==> src/rtl/hardware_loader_pkg.sv <==
// rtl/hardware_loader_pkg.sv - shared types and constants for the program loader
package hardware_loader_pkg;

  localparam int HDR_BYTES  = 4;
  localparam int WORD_BYTES = 4;
  // Word width shared with the reducer's result port.
  localparam int WORD_W     = 32;

  typedef enum logic [2:0] {
    HDR,
    LOAD,
    START,
    RUN,
    ERR
  } state_e;

endpackage

==> src/rtl/hardware_byte_packer.sv <==
// rtl/hardware_byte_packer.sv - packs an LSB-first byte stream into words
module hardware_byte_packer
  import hardware_loader_pkg::*;
#(
  parameter int BYTES = WORD_BYTES
) (
  input  logic                 clk_i,
  input  logic                 rst_i,
  input  logic                 clear_i,
  input  logic                 byte_valid_i,
  input  logic [7:0]           byte_data_i,
  output logic [8*BYTES-1:0]   word_o,
  output logic                 word_done_o
);

  localparam int IDX_W = (BYTES > 1) ? $clog2(BYTES) : 1;

  // Only the bytes still waiting for the final one are stored; the last byte
  // completes the word combinationally so the caller can register it directly.
  logic [8*(BYTES-1)-1:0] pack_q, pack_d;
  logic [IDX_W-1:0]       idx_q, idx_d;

  assign word_o      = {byte_data_i, pack_q};
  assign word_done_o = byte_valid_i && (idx_q == IDX_W'(BYTES - 1));

  always_comb begin
    pack_d = pack_q;
    idx_d  = idx_q;
    if (clear_i) begin
      pack_d = '0;
      idx_d  = '0;
    end else if (byte_valid_i) begin
      pack_d = word_o[8*BYTES-1:8];
      idx_d  = word_done_o ? '0 : idx_q + 1'b1;
    end
  end

  always_ff @(posedge clk_i) begin
    if (rst_i) begin
      pack_q <= '0;
      idx_q  <= '0;
    end else begin
      pack_q <= pack_d;
      idx_q  <= idx_d;
    end
  end

endmodule

==> src/rtl/hardware_program_loader.sv <==
// rtl/hardware_program_loader.sv - loads a length-prefixed program into heap RAM, then starts the core
module hardware_program_loader
  import hardware_loader_pkg::*;
#(
  parameter int ADDR_W = 16
) (
  input  logic              system1000,
  input  logic              system1000_rst,
  input  logic              in_valid,
  input  logic [7:0]        in_data,
  output logic              in_ready,
  output logic              mem_we,
  output logic [ADDR_W-1:0] mem_addr,
  output logic [WORD_W-1:0] mem_wdata,
  output logic              start,
  output logic              busy,
  output logic              err,
  input  logic              halt_i
);

  localparam int          PACK_BYTES = (HDR_BYTES > WORD_BYTES) ? HDR_BYTES : WORD_BYTES;
  localparam logic [32:0] MAX_WORDS  = 33'(1) << ADDR_W;

  state_e              state_q, state_d;
  logic [ADDR_W:0]     cnt_q, cnt_d, cnt_inc;
  logic [ADDR_W:0]     n_q, n_d;
  logic                in_ready_q, mem_we_q, mem_we_d, start_q, busy_q, err_q;
  logic [ADDR_W-1:0]   mem_addr_q, mem_addr_d;
  logic [WORD_W-1:0]   mem_wdata_q, mem_wdata_d;
  logic [WORD_W-1:0]   pack_word;
  logic                word_done, xfer, pack_clear;

  assign xfer       = in_valid && in_ready_q;
  assign pack_clear = (state_q == START) || (state_q == RUN) || (state_q == ERR);
  assign cnt_inc    = cnt_q + 1'b1;

  hardware_byte_packer #(
    .BYTES(PACK_BYTES)
  ) u_packer (
    .clk_i       (system1000),
    .rst_i       (system1000_rst),
    .clear_i     (pack_clear),
    .byte_valid_i(xfer),
    .byte_data_i (in_data),
    .word_o      (pack_word),
    .word_done_o (word_done)
  );

  always_comb begin
    state_d     = state_q;
    cnt_d       = cnt_q;
    n_d         = n_q;
    mem_we_d    = 1'b0;
    mem_addr_d  = mem_addr_q;
    mem_wdata_d = mem_wdata_q;
    unique case (state_q)
      HDR: if (word_done) begin
        cnt_d = '0;
        if (pack_word == '0) begin
          state_d = START;
        end else if ({1'b0, pack_word} > MAX_WORDS) begin
          state_d = ERR;
        end else begin
          state_d = LOAD;
          n_d     = pack_word[ADDR_W:0];
        end
      end
      LOAD: if (word_done) begin
        mem_we_d    = 1'b1;
        mem_addr_d  = cnt_q[ADDR_W-1:0];
        mem_wdata_d = pack_word;
        cnt_d       = cnt_inc;
        if (cnt_inc == n_q) state_d = START;
      end
      START: state_d = RUN;
      // A halt coinciding with the start pulse belongs to the previous run.
      RUN: if (halt_i && !start_q) begin
        state_d = HDR;
        cnt_d   = '0;
        n_d     = '0;
      end
      ERR: state_d = ERR;
      default: state_d = HDR;
    endcase
  end

  always_ff @(posedge system1000) begin
    if (system1000_rst) begin
      state_q     <= HDR;
      cnt_q       <= '0;
      n_q         <= '0;
      in_ready_q  <= 1'b0;
      mem_we_q    <= 1'b0;
      mem_addr_q  <= '0;
      mem_wdata_q <= '0;
      start_q     <= 1'b0;
      busy_q      <= 1'b0;
      err_q       <= 1'b0;
    end else begin
      state_q     <= state_d;
      cnt_q       <= cnt_d;
      n_q         <= n_d;
      in_ready_q  <= (state_d == HDR) || (state_d == LOAD);
      mem_we_q    <= mem_we_d;
      mem_addr_q  <= mem_addr_d;
      mem_wdata_q <= mem_wdata_d;
      start_q     <= (state_q == START);
      busy_q      <= (state_q == RUN) && (state_d == RUN);
      err_q       <= (state_d == ERR);
    end
  end

  assign in_ready  = in_ready_q;
  assign mem_we    = mem_we_q;
  assign mem_addr  = mem_addr_q;
  assign mem_wdata = mem_wdata_q;
  assign start     = start_q;
  assign busy      = busy_q;
  assign err       = err_q;

endmodule

==> config.mk <==
export PLATFORM = sky130hd
export DESIGN_NAME = hardware_program_loader
export DESIGN_NICKNAME = d
export VERILOG_FILES = /design/src/rtl/hardware_loader_pkg.sv /design/src/rtl/hardware_byte_packer.sv /design/src/rtl/hardware_program_loader.sv
export SDC_FILE = /design/constraint.sdc
export NUM_CORES = 1
export LEC_CHECK = 0
export BUFFER_PORTS_ARGS = -buffer_cell sky130_fd_sc_hd__buf_2
export CORE_MARGIN = 2
export CORE_UTILIZATION = 47
export CTS_CLUSTER_SIZE = 24
export DETAILED_ROUTE_END_ITERATION = 7
export GPL_TIMING_DRIVEN = 0
export PLACE_DENSITY = 0.78
export SYNTH_ARGS = -nofsm -noshare
export SYNTH_HDL_FRONTEND = slang
export SYNTH_SLANG_ARGS = --single-unit
==> constraint.sdc <==
create_clock -name system1000 -period 4.3 [get_ports system1000]
set_input_delay 0 -clock system1000 [delete_from_list [all_inputs] [get_ports system1000]]
set_output_delay 0 -clock system1000 [all_outputs]
set_load 0.01 [all_outputs]
### Word level (Yosys, flattened, before mapping)

Cells that the tools add are included.
Widths: inputs -> output; s select.

| storage, ports and cells | value |
|---|---|
| register bits | 116 |
| input bits | 12 |
| output and inout port bits | 53 |
| word-level logic and storage cells | 65 |

| operators by class | value |
|---|---|
| $add $sub $neg | 2 |
| magnitude comparators | 1 |
| eq/ne operators | 14 |
| multiplexer cells | 17 |
| bitwise operators | 1 |
| reduce and logical (&&, ||, !) cells | 18 |

Operator list:

| cell | count |
|---|---|
| $mux 17 | 6 |
| $pmux 17 s3 | 1 |
| $pmux 17 s2 | 1 |
| $gt 32x17->1 const B | 1 |
| $logic_not 32->1 | 1 |
| $mux 3 | 6 |
| $add 17x1->17 const B | 1 |
| $eq 17x17->1 | 1 |
| $pmux 3 s5 | 1 |
| $eq 3x2->1 const B | 3 |
| $eq 3x1->1 const B | 2 |
| $eq 3x3->1 const B | 2 |
| $logic_not 3->1 | 2 |
| $ne 2x1->1 const B | 3 |
| $reduce_and 5->1 | 1 |
| $logic_and 1x1->1 | 4 |
| $ne 2x2->1 const B | 2 |
| $reduce_and 4->1 | 1 |
| $reduce_or 2->1 | 2 |
| $logic_or 1x1->1 | 3 |
| $reduce_bool 3->1 | 1 |
| $add 2x1->2 const B | 1 |
| $eq 2x2->1 const B | 1 |
| $mux 2 | 1 |
| 5 further kinds | 5 |

### Longest topological paths before layout

| logic depth | value |
|---|---|
| depth in word-level cells | 7 |
| mapped depth | 9 |
| mapped depth without buffers | 7 |

### Hierarchy

Synthesis repeated with hierarchy kept, for this count alone.

| unflattened totals | value |
|---|---|
| cells, all modules | 648 |
| area, all modules | 5,161.2 µm² |

By module, submodules not included:

| module | times used | cells each | area an instance (µm²) | sequential area each (µm²) |
|---|---|---|---|---|
| hardware_program_loader | 1 | 552 | 4,150.2 | 1,801.7 |
| hardware_byte_packer | 1 | 96 | 1,011.0 | 520.5 |

### Worst setup path before layout

Ideal clock, no wire load.

| timing path | value |
|---|---|
| path type | reg-to-reg |
| from | register cnt_q[0] |
| to | register state_q[0] |
| library setup time | 0.132 ns |
| arrival | 1.986 ns |
| required time | 4.168 ns |
| path slack | 2.182 ns |
| cell stages (with the launch flop) | 8 |
| buffers on the path | 0 |
| period minus slack after synthesis | 2.118 ns |
| cell sequence | dfxtp_1 ha_1 nand3_2 or3_1 or3_1 a31oi_1 and4_1 a211oi_1 |

| between the ends | value |
|---|---|
| word-level cells in the longest chain between the ends | 5 |

Ends and longest elaborated chain:

| what | line | text |
|---|---|---|
| from (decl) | hardware_program_loader.sv:25 | `logic [ADDR_W:0] cnt_q, cnt_d, cnt_inc;` |
| from (signal assigned) | hardware_program_loader.sv:101 | `cnt_q <= cnt_d;` |
| $add 17x1->17 | hardware_program_loader.sv:35 | `assign cnt_inc = cnt_q + 1'b1;` |
| $eq 17x17->1 | hardware_program_loader.sv:73 | `if (cnt_inc == n_q) state_d = START;` |
| $mux 3 | hardware_program_loader.sv:73 |  |
| $mux 3 | hardware_program_loader.sv:68 | `LOAD: if (word_done) begin` |
| $pmux 3 s5 | hardware_program_loader.sv:56 | `unique case (state_q)` |
| to (signal assigned) | hardware_program_loader.sv:100 | `state_q <= state_d;` |
| to (decl) | hardware_program_loader.sv:24 | `state_e state_q, state_d;` |

Every way passes these cells.
A chain may end at the register's enable or synchronous reset.

### Worst setup path in the final report

Ends and elaborated chain as after synthesis.

==> impl_metrics.tcl <==
set metrics [dict create \
    yosys_warnings 0 \
    grt_pass1_vias 4594 \
    outcome "finished clean" \
    drive_above_1_share_pct 16.80 \
    setup_viol 0 \
    wl_um 14910 \
    core-area_um2 10790 \
    cp.arrival_ns 3.12 \
    gp_congestion 0.9089 \
    seq_area_frac_synth_pct 44.84 \
    synth_area_um2 5179 \
    post_drt_via_cell_ratio 5.654 \
    die-width_um 109.0 \
    clkTransAtPathRegs_ns 0.06 \
    fp.dieArea_um2 11870 \
    mostFrequentLayoutCells "nand2_1, dfxtp_1, a21oi_1" \
    async_reset_ff_share_pct 0 \
    start_kind "register" \
    rrSetupSlack_ns 1.64 \
    grt_max_degree 17 \
    htreeDepth 4 \
    antenna_found_initial 0 \
    clkLatencyLatePin_ns 0.54 \
    instances_no_fill 902 \
    cts_made_buffers 17 \
    placementRows 38 \
    cellPowerDensity_nw_per_um2 421.9 \
    drtAntennaViolNets 0 \
    dieHeight_um 109.0 \
    synth_seq_cells 116 \
    synth_cells 659 \
    cp.required_ns 4.75 \
    firstDrtPassIters 5 \
    worst_slew_pin_slew_ns 0.7500 \
    cts-root-buf "clkbuf_8" \
    clock_skew_ns 0.01472 \
    synth_flop_cell "dfxtp_1" \
    diodes 0 \
    cts_setup_buffers 0 \
    hp-class "input port to register" \
    max_freq_mhz 375.8 \
    layout_commonest_cell "nand2_1" \
    yosysUniqueCellTypes 53 \
    hpwl_um 10680 \
    clkSinkCount 116 \
    drc 0 \
    syn_area_per_cell_um2 7.858 \
    synth_edf_count 0 \
    cts_tree "yes" \
    fin_crit_sh_pct 61.89 \
    maxSlewViolCount 0 \
    dp.cells 862 \
    p_leak_nw 2.441 \
    area_growth_pct 23.41 \
    syn-num-nets 673 \
    post_drt_wl_per_cell_um 16.53 \
    ir_drop_v 0.0002976 \
    boundaryPins 65 \
    min_period_ns 2.661 \
    start_util_pct 47.98 \
    nets 763 \
    track_usage_pct 25.88 \
    grt_remaining_overflow 0 \
    drv_cap 0 \
    critical_path_peak_fanout 8 \
    worstSetupPathType "register to register" \
    drt_iter0_drc 421 \
    port_buffers 63 \
    via_count 5100 \
    rsz0062_at_grt "no" \
    tns_ns 0 \
    end_kind "register" \
    hold_violations 0 \
    relSlewSlack_pct 50.00 \
    grt_first_pass_wirelength_um 23020 \
    clockBufferDepth 2 \
]
kinds of logic (layout without fill, tap and decap cells):
family	count (synthesis)	in the layout	share of synthesized area, %
buf+inv	56	159	4.639
xor+xnor	19	19	3.793
fa+ha+maj	2	2	0.4831
simple gates	291	291	27.64
compound gates	171	171	17.81
mux	4	4	0.7973
flops	116	116	44.84
cell usage after synthesis (3+ instances only):
master,n,share of area (%)
nand2_1,162,12
dfxtp_1,116,45
a21oi_1,114,11
o21ai_0,34,3.3
clkbuf_1,32,2.3
nor2_1,27,2.0
nand4_1,25,3.0
buf_2,15,1.4
nor3_1,11,1.1
nor4_1,10,1.2
xnor2_1,10,1.7
nor2b_1,7,0.85
xor2_1,7,1.2
nand2b_1,6,0.72
nand3b_1,6,0.87
or3_1,6,0.72
a211oi_1,5,0.72
nand3_1,5,0.48
a21o_1,3,0.43
a31oi_1,3,0.36
and3b_1,3,0.51
clkbuf_2,3,0.29
inv_1,3,0.22
mux2i_1,3,0.58
nand4_2,3,0.72
or4_1,3,0.43
report_power, final:
group	internal, mW	total [mW]	leakage [nW]	switching, mW
registers	1.08	1.09	0.935	0.00771
clock network	1.01	1.54	0.310	0.529
logic	0.0225	0.0707	1.20	0.0482
worst paths after layout:
check                      from                  to  cells past startpoint
setup / recovery       cnt_q[0]          state_q[0]                      7
hold / removal         in_valid  u_packer.pack_q[3]                      4
setup reg to reg       cnt_q[0]          state_q[0]                      7
hold reg to reg   mem_wdata[11]       mem_wdata[11]                      2
sequential cells by signal (all words and copies together) (netlist names):
signal           cells
busy                 1
cnt_q               17
err                  1
in_ready             1
mem_addr            16
mem_wdata           32
mem_we               1
n_q                 17
start                1
state_q              3
u_packer.idx_q       2
u_packer.pack_q     24
area by class of cell:
| class | count | area [um2] |
|---|---|---|
| Fill cell | 946 | 4402 |
| Multi-Input combinational cell | 487 | 2616 |
| Sequential cell | 116 | 2322 |
| Clock buffer | 18 | 417.9 |
| Timing Repair Buffer | 71 | 395.4 |
| Buffer | 53 | 229.0 |
| Clock inverter | 14 | 224.0 |
| Tap cell | 140 | 175.2 |
| Inverter | 3 | 11.26 |
timing repair:
action                                 in CTS  in global routing
endpoints found under the hold margin      16                  0
gates resized for setup                     0                  0
hold buffers                                8                  0
through the flow:
stage | hold slack (ns) | area [um2] | setup WS [ns] | power (mW) | util [%]
6_report | 0.03472 | 6391 | 1.639 | 2.696 | 59.22
5_1_grt | 0.04978 | 6391 | 1.459 | 2.758 | 59.22
4_1_cts | 0.01095 | 6391 | 1.679 | 2.701 | 59.22
3_5_place_dp | 0.2748 | 5669 | 1.698 | 1.176 | 52.53
3_3_place_gp | 0.2674 | 5669 | 1.724 | 1.173 | 52.53
2_1_floorplan | 0.1360 | 5179 | 2.182 | 1.149 | -
critical path: stages (launching register included):
cell and delay [ns]:
dfxtp_1 0.49, ha_1 0.37, nand3_2 0.20, nor4_2 0.53, mux2i_1 0.45, nor4_1 0.09, and4_1 0.25, a211oi_1 0.19
layer usage:
metal / up-vias / share of wire, % / GRT usage, %
met4: 0 / 3.2 / 13.46
li1: 2469 / - / -
met5: - / 0 / 0
met3: 37 / 6.3 / 5.619
met1: 2385 / 43 / 32.10
met2: 209 / 48 / 42.10
(Power assumes the default switching activity.)
